**src/rtl/bist_pkg.sv**
```systemverilog
// ----------------------------------------------------------------------------
// bist_pkg : shared types and constants for the multiplier BIST slice
// Rev 1.0
// ----------------------------------------------------------------------------
`default_nettype none

package bist_pkg;
  localparam int SIG_W = 8;
  // x^8 + x^4 + x^3 + x^2 + 1, the MISR feedback used by the golden model
  localparam logic [SIG_W-1:0] MISR_POLY = 8'h1D;

  typedef enum logic [2:0] {
    IDLE  = 3'd0,
    SEED  = 3'd1,
    RUN   = 3'd2,
    DRAIN = 3'd3,
    CHECK = 3'd4,
    DONE  = 3'd5
  } state_t;

  function automatic logic is_busy(state_t s);
    return (s == SEED) || (s == RUN) || (s == DRAIN) || (s == CHECK);
  endfunction
endpackage

`default_nettype wire

```
**src/rtl/bist_if.sv**
```systemverilog
// ----------------------------------------------------------------------------
// bist_if : controller <-> TPG/CUT/MISR datapath signals
// Rev 1.0
// ----------------------------------------------------------------------------
`default_nettype none

interface bist_if;
  import bist_pkg::*;

  logic             tpg_load;
  logic             tpg_en;
  logic             misr_rst_b;
  logic             misr_shift;
  logic [SIG_W-1:0] sig;

  modport master (output tpg_load, output tpg_en, output misr_rst_b,
                  output misr_shift, input sig);
  modport slave  (input tpg_load, input tpg_en, input misr_rst_b,
                  input misr_shift, output sig);
endinterface

`default_nettype wire

```
**src/rtl/bist_shift_delay.sv**
```systemverilog
// ----------------------------------------------------------------------------
// bist_shift_delay : DEPTH-cycle delay line with synchronous flush; DEPTH=0 is a wire
// Rev 1.0
// ----------------------------------------------------------------------------
`default_nettype none

module bist_shift_delay #(
  parameter int DEPTH = 1
) (
  input  wire  clk,
  input  wire  reset_b,
  input  wire  flush,
  input  wire  d,
  output logic q
);

  generate
    if (DEPTH == 0) begin : g_wire
      logic unused_ok;
      assign unused_ok = ^{clk, reset_b, flush};
      assign q = d;
    end else begin : g_line
      logic [DEPTH-1:0] line_q, line_d;

      always_comb begin
        line_d = flush ? '0 : DEPTH'({line_q, d});
      end

      always_ff @(posedge clk or negedge reset_b) begin
        if (!reset_b) line_q <= '0;
        else          line_q <= line_d;
      end

      assign q = line_q[DEPTH-1];
    end
  endgenerate

endmodule

`default_nettype wire

```
**src/rtl/bist_controller.sv**
```systemverilog
// ----------------------------------------------------------------------------
// bist_controller : multiplier BIST sequencer - seeds TPG, runs N patterns,
// drains CUT latency, compares MISR signature with GOLDEN_SIG.
// Option BIST_SIG_CAPTURE_EN adds the sig_cap diagnostic output.
// Rev 1.0
// ----------------------------------------------------------------------------
`default_nettype none

module bist_controller
  import bist_pkg::*;
#(
  parameter int               N_PATTERNS  = 255,
  parameter int               CNT_W       = 8,
  parameter int               CUT_LATENCY = 1,
  parameter logic [SIG_W-1:0] GOLDEN_SIG  = 8'h00
) (
  input  wire              clk,
  input  wire              reset_b,
  input  wire              start,
  input  wire              abort,
  bist_if.master           dp,
  output logic [CNT_W-1:0] pat_cnt,
  output logic             busy,
  output logic             done,
  output logic             pass
`ifdef BIST_SIG_CAPTURE_EN
  , output logic [SIG_W-1:0] sig_cap
`endif
);

  localparam logic [CNT_W-1:0] PAT_LAST   = CNT_W'(N_PATTERNS - 1);
  localparam logic [CNT_W-1:0] PAT_MAX    = CNT_W'(N_PATTERNS);
  localparam logic [2:0]       DRAIN_LAST = 3'(CUT_LATENCY - 1);

  state_t           state_q, state_d;
  logic [CNT_W-1:0] pat_cnt_q, pat_cnt_d;
  logic [2:0]       drain_q, drain_d;
  logic             tpg_load_q, tpg_load_d;
  logic             tpg_en_q, tpg_en_d;
  logic             misr_rst_b_q, misr_rst_b_d;
  logic             busy_q, busy_d;
  logic             done_q, done_d;
  logic             pass_q, pass_d;
  logic             misr_shift_w;

  always_comb begin
    state_d   = state_q;
    pat_cnt_d = pat_cnt_q;
    drain_d   = drain_q;
    pass_d    = pass_q;

    unique case (state_q)
      IDLE:  if (start) state_d = SEED;
      SEED: begin
        state_d   = RUN;
        pat_cnt_d = '0;
      end
      RUN: begin
        if (pat_cnt_q != PAT_MAX) pat_cnt_d = pat_cnt_q + 1'b1;
        if (pat_cnt_q == PAT_LAST) begin
          state_d = (CUT_LATENCY == 0) ? CHECK : DRAIN;
          drain_d = '0;
        end
      end
      DRAIN: begin
        drain_d = drain_q + 3'd1;
        if (drain_q == DRAIN_LAST) state_d = CHECK;
      end
      CHECK: begin
        state_d = DONE;
        pass_d  = (dp.sig == GOLDEN_SIG);
      end
      DONE:    if (start) state_d = SEED;
      default: state_d = IDLE;
    endcase

    if (state_d == SEED) pass_d = 1'b0;

    // abort wins over everything, including a simultaneous start
    if (abort) begin
      state_d   = IDLE;
      pass_d    = 1'b0;
      pat_cnt_d = '0;
    end

    // outputs are decoded from the next state so they leave the flops glitch-free
    tpg_load_d   = (state_d == SEED);
    tpg_en_d     = (state_d == RUN);
    misr_rst_b_d = (state_d != SEED);
    busy_d       = is_busy(state_d);
    done_d       = (state_d == DONE);
  end

  always_ff @(posedge clk or negedge reset_b) begin
    if (!reset_b) begin
      state_q      <= IDLE;
      pat_cnt_q    <= '0;
      drain_q      <= '0;
      tpg_load_q   <= 1'b0;
      tpg_en_q     <= 1'b0;
      misr_rst_b_q <= 1'b1;
      busy_q       <= 1'b0;
      done_q       <= 1'b0;
      pass_q       <= 1'b0;
    end else begin
      state_q      <= state_d;
      pat_cnt_q    <= pat_cnt_d;
      drain_q      <= drain_d;
      tpg_load_q   <= tpg_load_d;
      tpg_en_q     <= tpg_en_d;
      misr_rst_b_q <= misr_rst_b_d;
      busy_q       <= busy_d;
      done_q       <= done_d;
      pass_q       <= pass_d;
    end
  end

  bist_shift_delay #(
    .DEPTH (CUT_LATENCY)
  ) u_shift_delay (
    .clk     (clk),
    .reset_b (reset_b),
    .flush   (abort),
    .d       (tpg_en_q),
    .q       (misr_shift_w)
  );

`ifdef BIST_SIG_CAPTURE_EN
  logic [SIG_W-1:0] sig_cap_q, sig_cap_d;

  always_comb begin
    sig_cap_d = sig_cap_q;
    if (state_q == CHECK)  sig_cap_d = dp.sig;
    if (state_d == SEED)   sig_cap_d = '0;
  end

  always_ff @(posedge clk or negedge reset_b) begin
    if (!reset_b) sig_cap_q <= '0;
    else          sig_cap_q <= sig_cap_d;
  end

  assign sig_cap = sig_cap_q;
`endif

  assign dp.tpg_load   = tpg_load_q;
  assign dp.tpg_en     = tpg_en_q;
  assign dp.misr_rst_b = misr_rst_b_q;
  assign dp.misr_shift = misr_shift_w;
  assign pat_cnt       = pat_cnt_q;
  assign busy          = busy_q;
  assign done          = done_q;
  assign pass          = pass_q;

endmodule

`default_nettype wire

```
**src/flat_wrapper.sv**
```systemverilog
// flat-port wrapper written by rule: the top's interface ports become plain ports
module bist_controller_flat import bist_pkg::*;
#(
  parameter int               N_PATTERNS  = 255,
  parameter int               CNT_W       = 8,
  parameter int               CUT_LATENCY = 1,
  parameter logic [SIG_W-1:0] GOLDEN_SIG  = 8'h00
)
  (clk, reset_b, start, abort, pat_cnt, busy, done, pass, dp_tpg_load, dp_tpg_en, dp_misr_rst_b, dp_misr_shift, dp_sig);
  bist_if dp_i ();
  input  wire clk;
  input  wire reset_b;
  input  wire start;
  input  wire abort;
  output logic [CNT_W-1:0] pat_cnt;
  output logic busy;
  output logic done;
  output logic pass;
  output wire logic [$bits(dp_i.tpg_load)-1:0] dp_tpg_load;
  output wire logic [$bits(dp_i.tpg_en)-1:0] dp_tpg_en;
  output wire logic [$bits(dp_i.misr_rst_b)-1:0] dp_misr_rst_b;
  output wire logic [$bits(dp_i.misr_shift)-1:0] dp_misr_shift;
  input wire logic [$bits(dp_i.sig)-1:0] dp_sig;
  assign dp_tpg_load = dp_i.tpg_load;
  assign dp_tpg_en = dp_i.tpg_en;
  assign dp_misr_rst_b = dp_i.misr_rst_b;
  assign dp_misr_shift = dp_i.misr_shift;
  assign dp_i.sig = dp_sig;
  bist_controller #(.N_PATTERNS(N_PATTERNS), .CNT_W(CNT_W), .CUT_LATENCY(CUT_LATENCY), .GOLDEN_SIG(GOLDEN_SIG)) u_core (.clk(clk), .reset_b(reset_b), .start(start), .abort(abort), .dp(dp_i), .pat_cnt(pat_cnt), .busy(busy), .done(done), .pass(pass));
endmodule
```
**config.mk**
```make
export PLATFORM = sky130hd
export DESIGN_NAME = bist_controller_flat
export DESIGN_NICKNAME = d
export VERILOG_FILES = /design/src/rtl/bist_pkg.sv /design/src/rtl/bist_if.sv /design/src/rtl/bist_shift_delay.sv /design/src/rtl/bist_controller.sv /design/src/flat_wrapper.sv
export SDC_FILE = /design/constraint.sdc
export NUM_CORES = 1
export LEC_CHECK = 0
export CAP_MARGIN = 5
export CORE_AREA = 5 5 52 54
export DETAILED_ROUTE_END_ITERATION = 6
export DIE_AREA = 0 0 57 59
export PLACE_DENSITY = 0.81
export SLEW_MARGIN = 20
export SYNTH_ARGS = -nofsm -noshare
export SYNTH_HDL_FRONTEND = slang
export SYNTH_SLANG_ARGS = --single-unit
```
**constraint.sdc**
```tcl
create_clock -name clk -period 3.2 [get_ports clk]
set_input_delay 0.32 -clock clk [delete_from_list [all_inputs] [get_ports clk]]
set_output_delay 0.32 -clock clk [all_outputs]
set_load 0.05 [all_outputs]
```
==> results.py, run 1 <==
metrics = {
    "clock_network": {
        "path_clk_slew_ns": 0.11,
        "cts_tree": "built",
        "clockRootBuffer": "clkbuf_4",
        "insertion_delay_ns": 0.29,
        "post_cts_resized": 0,
        "cts_buffers": 3,
        "postCtsSetupRepairBufs": 0,
        "clk_path_buf_depth": 2,
        "cts_hold_buffers": 0,
        "htreeDepth": 1,
        "clock-sinks": 21,
    },
    "logic_synthesis": {
        "synth.most_common_cell": "dfrtp_1",
        "synth_cells": 111,
        "synth.distinct_cells": 37,
        "synth_edf_count": 0,
        "synth.avg_cell_area_um2": 9.683,
        "synth_top_cell_by_area": "dfrtp_1",
        "synth_seq_cells": 21,
        "synth_ff_type": "dfrtp_1",
        "yosysSeqAreaShare": 0.4901,
        "yosys.area.top_type_share": 0.4657,
        "ys_async_sr_fraction": 1.000,
        "syn_nets": 127,
        "yosys_warnings": 0,
        "synthTopCellsByArea": "dfrtp_1 (47%), ha_1 (4.7%), nand3_1 (3.3%)",
        "synth_commonest_cells": "dfrtp_1 (20), nor2_1 (9), inv_1 (7), nand3_1 (7), nor3_1 (7)",
        "netlist_area_um2": 1075,
    },
    "cells_and_area": {
        "layout.cells.non_filler": 166,
        "fin_nets": 155,
        "design_area_um2": 1383,
        "drive_gt1_frac": 0.04348,
        "synthToLayoutAreaGrowth_pct": 28.64,
        "antenna_cells": 0,
    },
    "floorplan": {
        "die_x_um": 57,
        "row_count": 17,
        "fp.coreArea_um2": 2170,
        "die_h_um": 59,
        "die-area_um2": 3363,
        "ios": 27,
        "start_util": 0.4954,
    },
    "critical_path": {
        "r2r_setup_slack_ns": 1.32,
        "path_delay_family": "buffers and inverters",
        "critPathSlowestCell": "clkdlybuf4s50_1",
        "regToRegStartpoint": "u_core.state_q[0]",
        "cp_max_fo": 1,
        "path_buf_inv": 1,
        "ff2ff_path_depth": 4,
        "crit-reg2reg-capture": "u_core.dp.tpg_en",
        "cp_slowest_stage_delay_ns": 0.80,
        "crit_arrival_ns": 1.63,
        "end_kind": "output pin",
        "crit_path_cell_trace": "clkdlybuf4s50_1",
        "cp.required_ns": 2.88,
        "worstSetupPathType": "register to output pin",
        "startpoint_type": "register",
    },
    "grt": {
        "grt_overflow": 0,
        "grt_max_degree": 22,
        "grtUsageTotal": 0.1488,
        "antenna_found_initial": 0,
        "grt_pass1_wl_um": 3919,
        "grt_pass1_vias": 856,
    },
    "timing": {
        "drv_slew": 0,
        "setup_tns_ns": 0,
        "setup_viol": 0,
        "tightest_slew_ns": 0.8778,
        "clock.fmax_mhz": 513.5,
        "hold_viol_final": 0,
        "slew_headroom": 0.4130,
        "rsz0062_at_grt": "no",
        "fin_crit_sh": 0.6086,
        "skew_ns": 0.004259,
        "period_needed_ns": 1.948,
    },
    "placement": {
        "dp.cells": 162,
        "gp_congestion": 0.8666,
        "dpl.hpwl_um": 1822,
        "io_buffers": 26,
        "place_area_um2": 1356,
    },
    "power": {
        "peakVddDrop_uv": 365.4,
        "power_density_nw_per_um2": 425.8,
        "leakagePower_nw": 0.5802,
    },
    "detailed_routing": {
        "antenna_left": 0,
        "viasPerCell": 5.590,
        "drt-total-wl_um": 2309,
        "drt_iter0_drc": 30,
        "drc": 0,
        "dr_total_vias": 928,
        "drtPass1Iterations": 4,
        "drt-wirelength-per-cell_um": 13.91,
    },
    "run_status": {
        "outcome": "finished clean",
    },
    "worst_hold_path": {
        "min_path_type": "input port to async pin",
    },
    "job": {
        "drv_cap": 0,
    },
}
[worst max-delay path by stage]
| stage | from | end | slack, ns | cells past startpoint |
|---|---|---|---|---|
| 2_1_floorplan | u_core.pat_cnt[0] | u_core.pat_cnt[1] | 1.30 | 5 |
| 3_3_place_gp | abort | u_core.pat_cnt[1] | 1.41 | 4 |
| 3_5_place_dp | abort | u_core.pat_cnt[1] | 1.32 | 4 |
| 4_1_cts | u_core.dp.misr_rst_b | dp_misr_rst_b | 1.24 | 1 |
| 5_1_grt | u_core.state_q[0] | u_core.done | 1.21 | 4 |
| 6_report | u_core.dp.misr_rst_b | dp_misr_rst_b | 1.25 | 1 |
[layout make-up]
type / instances / area [µm²]
fill: 192 / 787.0
sequential: 21 / 526.8
multi-input combinational: 80 / 508.0
timing repair buffer: 26 / 260.3
tap: 28 / 35.03
clock buffer: 4 / 26.28
inverter: 7 / 26.28
[layer usage]
metal  vias up  global-route usage  routed length (µm)
met5         -                   0                   0
met4         0             0.03974                  17
met3         2             0.01961                 108
met2        28              0.2577                1146
met1       438              0.1967                1036
li1        460                   -                   -
[per-stage QoR]
| step | power, W | utilization | worst slack [ns] | hold slack [ns] |
|---|---|---|---|---|
| after floorplan | 0.0004131 | - | 1.303 | 0.02441 |
| after global placement | 0.0004604 | 0.6251 | 1.409 | 0.5001 |
| after detailed placement | 0.0004686 | 0.6251 | 1.317 | 0.4941 |
| after CTS | 0.0005900 | 0.6373 | 1.239 | 0.5126 |
| after global routing | 0.0006255 | 0.6373 | 1.209 | 0.5488 |
| final | 0.0005887 | 0.6373 | 1.252 | 0.5076 |
[cells by family after synthesis]
logic type	synth area share
compound gates	0.1374
xor+xnor	0.02445
fa+ha+maj	0.04657
buf+inv	0.03725
flops	0.4901
mux	0.01048
simple gates	0.2538
[cells in the final DEF (no fill, tap or decap), types with 2 or more instances in the layout]
cell type	synthesis	routed
inv_1	7	7
o211ai_1	4	4
and3_1	2	2
nor2b_1	3	3
xor2_1	2	2
a21oi_1	2	2
nand4_1	3	3
nand2b_1	2	2
o31ai_1	2	2
o21ai_0	5	5
nor3_1	7	7
or4_1	2	2
nand3_1	7	7
clkdlybuf4s50_1	0	26
or3_1	2	2
nor4_1	2	2
dfrtp_1	20	20
ha_1	4	4
nand2_1	6	6
clkbuf_4	0	3
a32oi_1	2	2
nor2_1	9	9
[power breakdown]
part / internal (W) / switching [W]
clock network: 0.0000484 / 0.0000762
registers: 0.000291 / 0.0000216
logic: 0.0000616 / 0.0000898
total: 0.000401 / 0.000188
[flip-flops by register name (all words and copies together) (netlist names)]
signal                  count
u_core.dp.tpg_load          1
u_core.dp.misr_rst_b        1
u_core.state_q              3
u_core.dp.tpg_en            1
u_core.u_shift_delay.q      1
u_core.busy                 1
u_core.done                 1
u_core.pat_cnt              8
u_core.pass                 1
u_core.drain_q              3
(Power assumes the default switching activity.)
==> inputs of run 2 (changes only) <==
--- a/config.mk
+++ b/config.mk
@@ -6,10 +6,10 @@
 export NUM_CORES = 1
 export LEC_CHECK = 0
 export CAP_MARGIN = 5
-export CORE_AREA = 5 5 52 54
+export CORE_AREA = 5 5 54 56
 export DETAILED_ROUTE_END_ITERATION = 6
-export DIE_AREA = 0 0 57 59
-export PLACE_DENSITY = 0.81
+export DIE_AREA = 0 0 59 61
+export PLACE_DENSITY = 0.75
 export SLEW_MARGIN = 20
 export SYNTH_ARGS = -nofsm -noshare
 export SYNTH_HDL_FRONTEND = slang
==> constraint.sdc (replaced) <==
create_clock -name clk -period 2 [get_ports clk]
set_input_delay 0.2 -clock clk [delete_from_list [all_inputs] [get_ports clk]]
set_output_delay 0.2 -clock clk [all_outputs]
set_load 0.05 [all_outputs]
==> run 2 against run 1 <==
Total power is 62% higher. Non-clock buffer count is 3 higher. Largest cell class unchanged. Via count is 0.11% lower. Largest power group unchanged. Utilization is 4.5 points lower. Critical endpoint is now pat_cnt[5]. Register-to-register slack worse by 1.1 ns. Design area is 2.3% higher. Count of clock-buffer cells in the layout is 1 lower. Sequential power is 59% higher. Critical path depth stayed put. Routed wire length is 6.6% higher.
==> results.py, run 2 (same netlist as run 1, synthesis figures left out) <==
metrics = {
    "grt": {
        "grtUsageTotal": 0.1551,
        "antenna_found_initial": 0,
        "grt_max_degree": 14,
        "grt_pass1_wl_um": 4119,
        "grt_overflow": 0,
        "grt_pass1_vias": 888,
    },
    "critical_path": {
        "cp_max_fo": 7,
        "crit_cells": 1,
        "crit_arrival_ns": 1.64,
        "ff2ff_path_depth": 5,
        "crit_path_cell_trace": "clkdlybuf4s50_1",
        "cp_slowest_stage_delay_ns": 0.85,
        "path_buf_inv": 1,
        "startpoint_type": "register",
        "worstSetupPathType": "register to output pin",
        "cp.required_ns": 1.80,
        "end_kind": "output pin",
        "path_delay_family": "buffers and inverters",
        "critPathSlowestCell": "clkdlybuf4s50_1",
    },
    "timing": {
        "setup_viol": 0,
        "slew_headroom": 0.6164,
        "clock.fmax_mhz": 544.4,
        "drv_slew": 0,
        "setup_tns_ns": 0,
        "final.setup.worst_slack_ns": 0.1630,
        "fin_crit_sh": 0.9185,
        "rsz0062_at_grt": "no",
        "hold_viol_final": 0,
        "skew_ns": 0.01086,
        "tightest_slew_ns": 0.5736,
        "period_needed_ns": 1.837,
    },
    "cells_and_area": {
        "antenna_cells": 0,
        "largest_reg_flops": 8,
        "mostFrequentLayoutCells": "clkdlybuf4s50_1 (26), dfrtp_1 (20), nor2_1 (9)",
        "fin_nets": 158,
        "drive_gt1_frac": 0.07801,
        "final_util": 0.5922,
        "synthToLayoutAreaGrowth_pct": 31.55,
        "layout_commonest_cell": "clkdlybuf4s50_1",
        "design_area_um2": 1414,
        "layout.cells.non_filler": 171,
    },
    "floorplan": {
        "fp.coreArea_um2": 2387,
        "die_h_um": 61,
        "start_util": 0.4502,
        "die-area_um2": 3599,
        "ios": 27,
        "row_count": 18,
        "die_x_um": 59,
    },
    "power": {
        "p_seq_frac": 0.524,
        "p_int_w": 0.0006425,
        "leakagePower_nw": 0.5975,
        "pwr-share-comb": 0.260,
        "swShare": 0.3250,
        "power_density_nw_per_um2": 673.3,
        "p_sw_w": 0.0003094,
        "clockPowerShare": 0.216,
        "peakVddDrop_uv": 413.2,
    },
    "placement": {
        "dpl.hpwl_um": 1947,
        "dp.cells": 167,
        "gp_congestion": 0.8556,
        "post-place-ws_ns": 0.1869,
        "place_area_um2": 1381,
        "io_buffers": 26,
    },
    "detailed_routing": {
        "drc": 0,
        "viasPerCell": 5.421,
        "drt_iter0_drc": 28,
        "antenna_left": 0,
        "drt-total-wl_um": 2462,
        "drtPass1Iterations": 4,
        "dr_total_vias": 927,
        "drt-wirelength-per-cell_um": 14.40,
    },
    "clock_network": {
        "cts_tree": "built",
        "cts_buffers": 3,
        "clock-sinks": 21,
        "post_cts_resized": 0,
        "cts_hold_buffers": 0,
        "path_clk_slew_ns": 0.13,
        "clk_path_buf_depth": 2,
        "htreeDepth": 1,
        "insertion_delay_ns": 0.30,
        "clockRootBuffer": "clkbuf_4",
        "postCtsSetupRepairBufs": 0,
    },
    "worst_hold_path": {
        "min_path_type": "input port to async pin",
    },
    "run_status": {
        "outcome": "finished clean",
    },
    "job": {
        "drv_cap": 0,
    },
}
[run 2: cell types whose count changed in the layout (fill, tap and decap cells not counted), sizes merged]
cell / delta
clkinv: +1
buf: +3
clkbuf: -1
[run 2: power by group through the flow]
stage | logic [W] | clock network, W | registers (W)
after floorplan | 0.000121 | 0 | 0.000540
after CTS | 0.000250 | 0.000207 | 0.000499
after global placement | 0.000241 | 0 | 0.000503
final | 0.000247 | 0.000205 | 0.000499
after global routing | 0.000281 | 0.000224 | 0.000508
after detailed placement | 0.000248 | 0 | 0.000509
[run 2: final cells by class]
| class | instances | area (µm²) |
|---|---|---|
| Sequential cell | 21 | 526.8 |
| Fill cell | 225 | 973.4 |
| Timing Repair Buffer | 29 | 282.8 |
| Tap cell | 30 | 37.54 |
| Clock inverter | 1 | 5.005 |
| Multi-Input combinational cell | 80 | 513.0 |
| Inverter | 7 | 26.28 |
| Clock buffer | 3 | 22.52 |
[run 2: metrics by stage]
step	hold slack, ns	power [W]
2_1_floorplan	-0.09559	0.0006610
6_report	0.2435	0.0009519
3_5_place_dp	0.4890	0.0007563
5_1_grt	0.2891	0.001013
3_3_place_gp	0.4868	0.0007439
4_1_cts	0.2613	0.0009562
[run 2: worst paths after layout]
path	startpoint	end	slack, ns
hold / removal	reset_b	u_core.dp.tpg_load	0.24
setup reg to reg	u_core.pat_cnt[1]	u_core.pat_cnt[1]	0.25
setup / recovery	u_core.pat_cnt[5]	pat_cnt[5]	0.16
min in group clk	u_core.dp.tpg_en	u_core.u_shift_delay.q	0.51
max in group asynchronous	reset_b	u_core.busy	1.20
hold reg to reg	u_core.dp.tpg_en	u_core.u_shift_delay.q	0.51
[run 2: metal layers]
metal | up-vias | GRT usage | wire length (µm)
li1 | 464 | - | -
met1 | 432 | 0.1979 | 1103
met2 | 25 | 0.2492 | 1183
met3 | 6 | 0.03404 | 105
met4 | 0 | 0.07767 | 70
met5 | - | 0 | 0
==> inputs of run 3 (changes only) <==
--- a/config.mk
+++ b/config.mk
@@ -6,9 +6,9 @@
 export NUM_CORES = 1
 export LEC_CHECK = 0
 export CAP_MARGIN = 5
-export CORE_AREA = 5 5 54 56
+export CORE_AREA = 2 2 51 53
 export DETAILED_ROUTE_END_ITERATION = 6
-export DIE_AREA = 0 0 59 61
+export DIE_AREA = 0 0 53 55
 export PLACE_DENSITY = 0.75
 export SLEW_MARGIN = 20
 export SYNTH_ARGS = -nofsm -noshare
==> run 3 against run 2 <==
Global-route usage rose by 2.9 points. Clock power fell by 5%. Non-clock buffer count did not move. Via count rose by 0.86%. Largest cell class unchanged. Largest power group unchanged.
==> results.py, run 3 (same netlist as run 1, synthesis figures left out) <==
metrics = {
    "power": {
        "peakVddDrop_uv": 461.3,
        "power_density_nw_per_um2": 667.7,
        "p_total_w": 0.0009399,
        "leakagePower_nw": 0.5948,
    },
    "critical_path": {
        "worstSetupPathType": "register to output pin",
        "ff2ff_path_depth": 4,
        "critPathSlowestCell": "clkdlybuf4s50_1",
        "cp-endpoint": "dp_misr_rst_b",
        "regToRegStartpoint": "u_core.state_q[0]",
        "crit-reg2reg-capture": "u_core.dp.tpg_en",
        "cp_slowest_stage_delay_ns": 0.79,
        "crit_cells": 1,
        "startpoint": "u_core.dp.misr_rst_b",
        "crit_arrival_ns": 1.62,
        "end_kind": "output pin",
        "r2r_setup_slack_ns": 0.19,
        "cp.required_ns": 1.80,
        "crit_path_cell_trace": "clkdlybuf4s50_1",
        "path_delay_family": "buffers and inverters",
        "cp_max_fo": 1,
        "startpoint_type": "register",
        "path_buf_inv": 1,
    },
    "timing": {
        "skew_ns": 0.002150,
        "setup_tns_ns": 0,
        "drv_slew": 0,
        "slew_headroom": 0.6637,
        "period_needed_ns": 1.821,
        "setup_viol": 0,
        "hold_viol_final": 0,
        "tightest_slew_ns": 0.5029,
        "fin_crit_sh": 0.9104,
        "clock.fmax_mhz": 549.2,
        "rsz0062_at_grt": "no",
    },
    "detailed_routing": {
        "dr_total_vias": 935,
        "drt-total-wl_um": 2296,
        "drc": 0,
        "drt_iter0_drc": 14,
        "viasPerCell": 5.468,
        "drtPass1Iterations": 4,
        "drt-wirelength-per-cell_um": 13.43,
        "antenna_left": 0,
    },
    "grt": {
        "antenna_found_initial": 0,
        "grtUsageTotal": 0.1842,
        "grt_max_degree": 22,
        "grt_overflow": 0,
        "grt_pass1_vias": 843,
        "grt_pass1_wl_um": 3781,
    },
    "worst_hold_path": {
        "min_path_type": "input port to async pin",
    },
    "cells_and_area": {
        "synthToLayoutAreaGrowth_pct": 30.97,
        "fin_nets": 158,
        "design_area_um2": 1408,
        "largest_reg_flops": 8,
        "antenna_cells": 0,
        "n_fill_cell": 213,
        "drive_gt1_frac": 0.06383,
        "layout_commonest_cell": "clkdlybuf4s50_1",
        "final_util": 0.5952,
        "mostFrequentLayoutCells": "clkdlybuf4s50_1 (26), dfrtp_1 (20), nor2_1 (9)",
    },
    "clock_network": {
        "htreeDepth": 1,
        "cts_hold_buffers": 0,
        "post_cts_resized": 0,
        "insertion_delay_ns": 0.30,
        "path_clk_slew_ns": 0.10,
        "cts_tree": "built",
        "clk_path_buf_depth": 2,
        "clockRootBuffer": "clkbuf_4",
        "postCtsSetupRepairBufs": 0,
        "clock-sinks": 21,
        "cts_buffers": 3,
    },
    "job": {
        "drv_cap": 0,
    },
    "placement": {
        "dpl.hpwl_um": 1787,
        "gp_congestion": 0.8164,
        "io_buffers": 26,
        "place_area_um2": 1381,
    },
    "floorplan": {
        "ios": 27,
        "die_h_um": 55,
        "fp.coreArea_um2": 2365,
        "die_x_um": 53,
        "start_util": 0.4545,
        "row_count": 18,
        "die-area_um2": 2915,
    },
    "run_status": {
        "outcome": "finished clean",
    },
}
-- run 3: changes by cell type in the layout (fill, tap and decap cells not counted) --
| cell | delta |
|---|---|
| clkbuf_1 | +1 |
| nor3_2 | -1 |
| nor3_1 | +1 |
| clkinv_2 | -1 |
-- run 3: power by group --
part	internal (W)	leakage, nW	switching (W)	total [W]
combinational	0.000103	0.297	0.000143	0.000246
clock	0.0000778	0.0150	0.000117	0.000195
sequential	0.000466	0.283	0.0000339	0.000499
-- run 3: worst min-delay path by stage --
stage	depth (start not counted)	slack [ns]	to	from
after floorplan	0	-0.1	u_core.busy	reset_b
after global placement	1	0.49	u_core.u_shift_delay.q	u_core.dp.tpg_en
after detailed placement	1	0.50	u_core.u_shift_delay.q	u_core.dp.tpg_en
after CTS	2	0.23	u_core.state_q[0]	reset_b
after global routing	2	0.24	u_core.u_shift_delay.q	reset_b
final	2	0.23	u_core.u_shift_delay.q	reset_b
-- run 3: area by class of cell --
type | instances | area, µm² | area share
clock buffers | 4 | 26.28 | 0.01867
inverters | 7 | 26.28 | 0.01867
multi-input cells | 80 | 508.0 | 0.3609
flip-flops and latches | 21 | 526.8 | 0.3742
well taps | 30 | 37.54 | 0.02667
repair buffers | 29 | 282.8 | 0.2009
-- run 3: per-layer routing --
metal  up-vias  track usage  wire length [µm]
met2        25       0.2813              1065
met3         5      0.04839               114
li1        464            -                 -
met1       441       0.2538              1083
met4         0      0.06410                32
met5         -            0                 0
-- run 3: per-stage QoR --
stage	std cells	hold WS (ns)	setup slack [ns]
after detailed placement	167	0.5010	0.2019
after CTS	171	0.2262	0.1611
final	171	0.2287	0.1792
after global placement	167	0.4885	0.2873
after floorplan	111	-0.09559	0.1035
after global routing	171	0.2356	0.01881
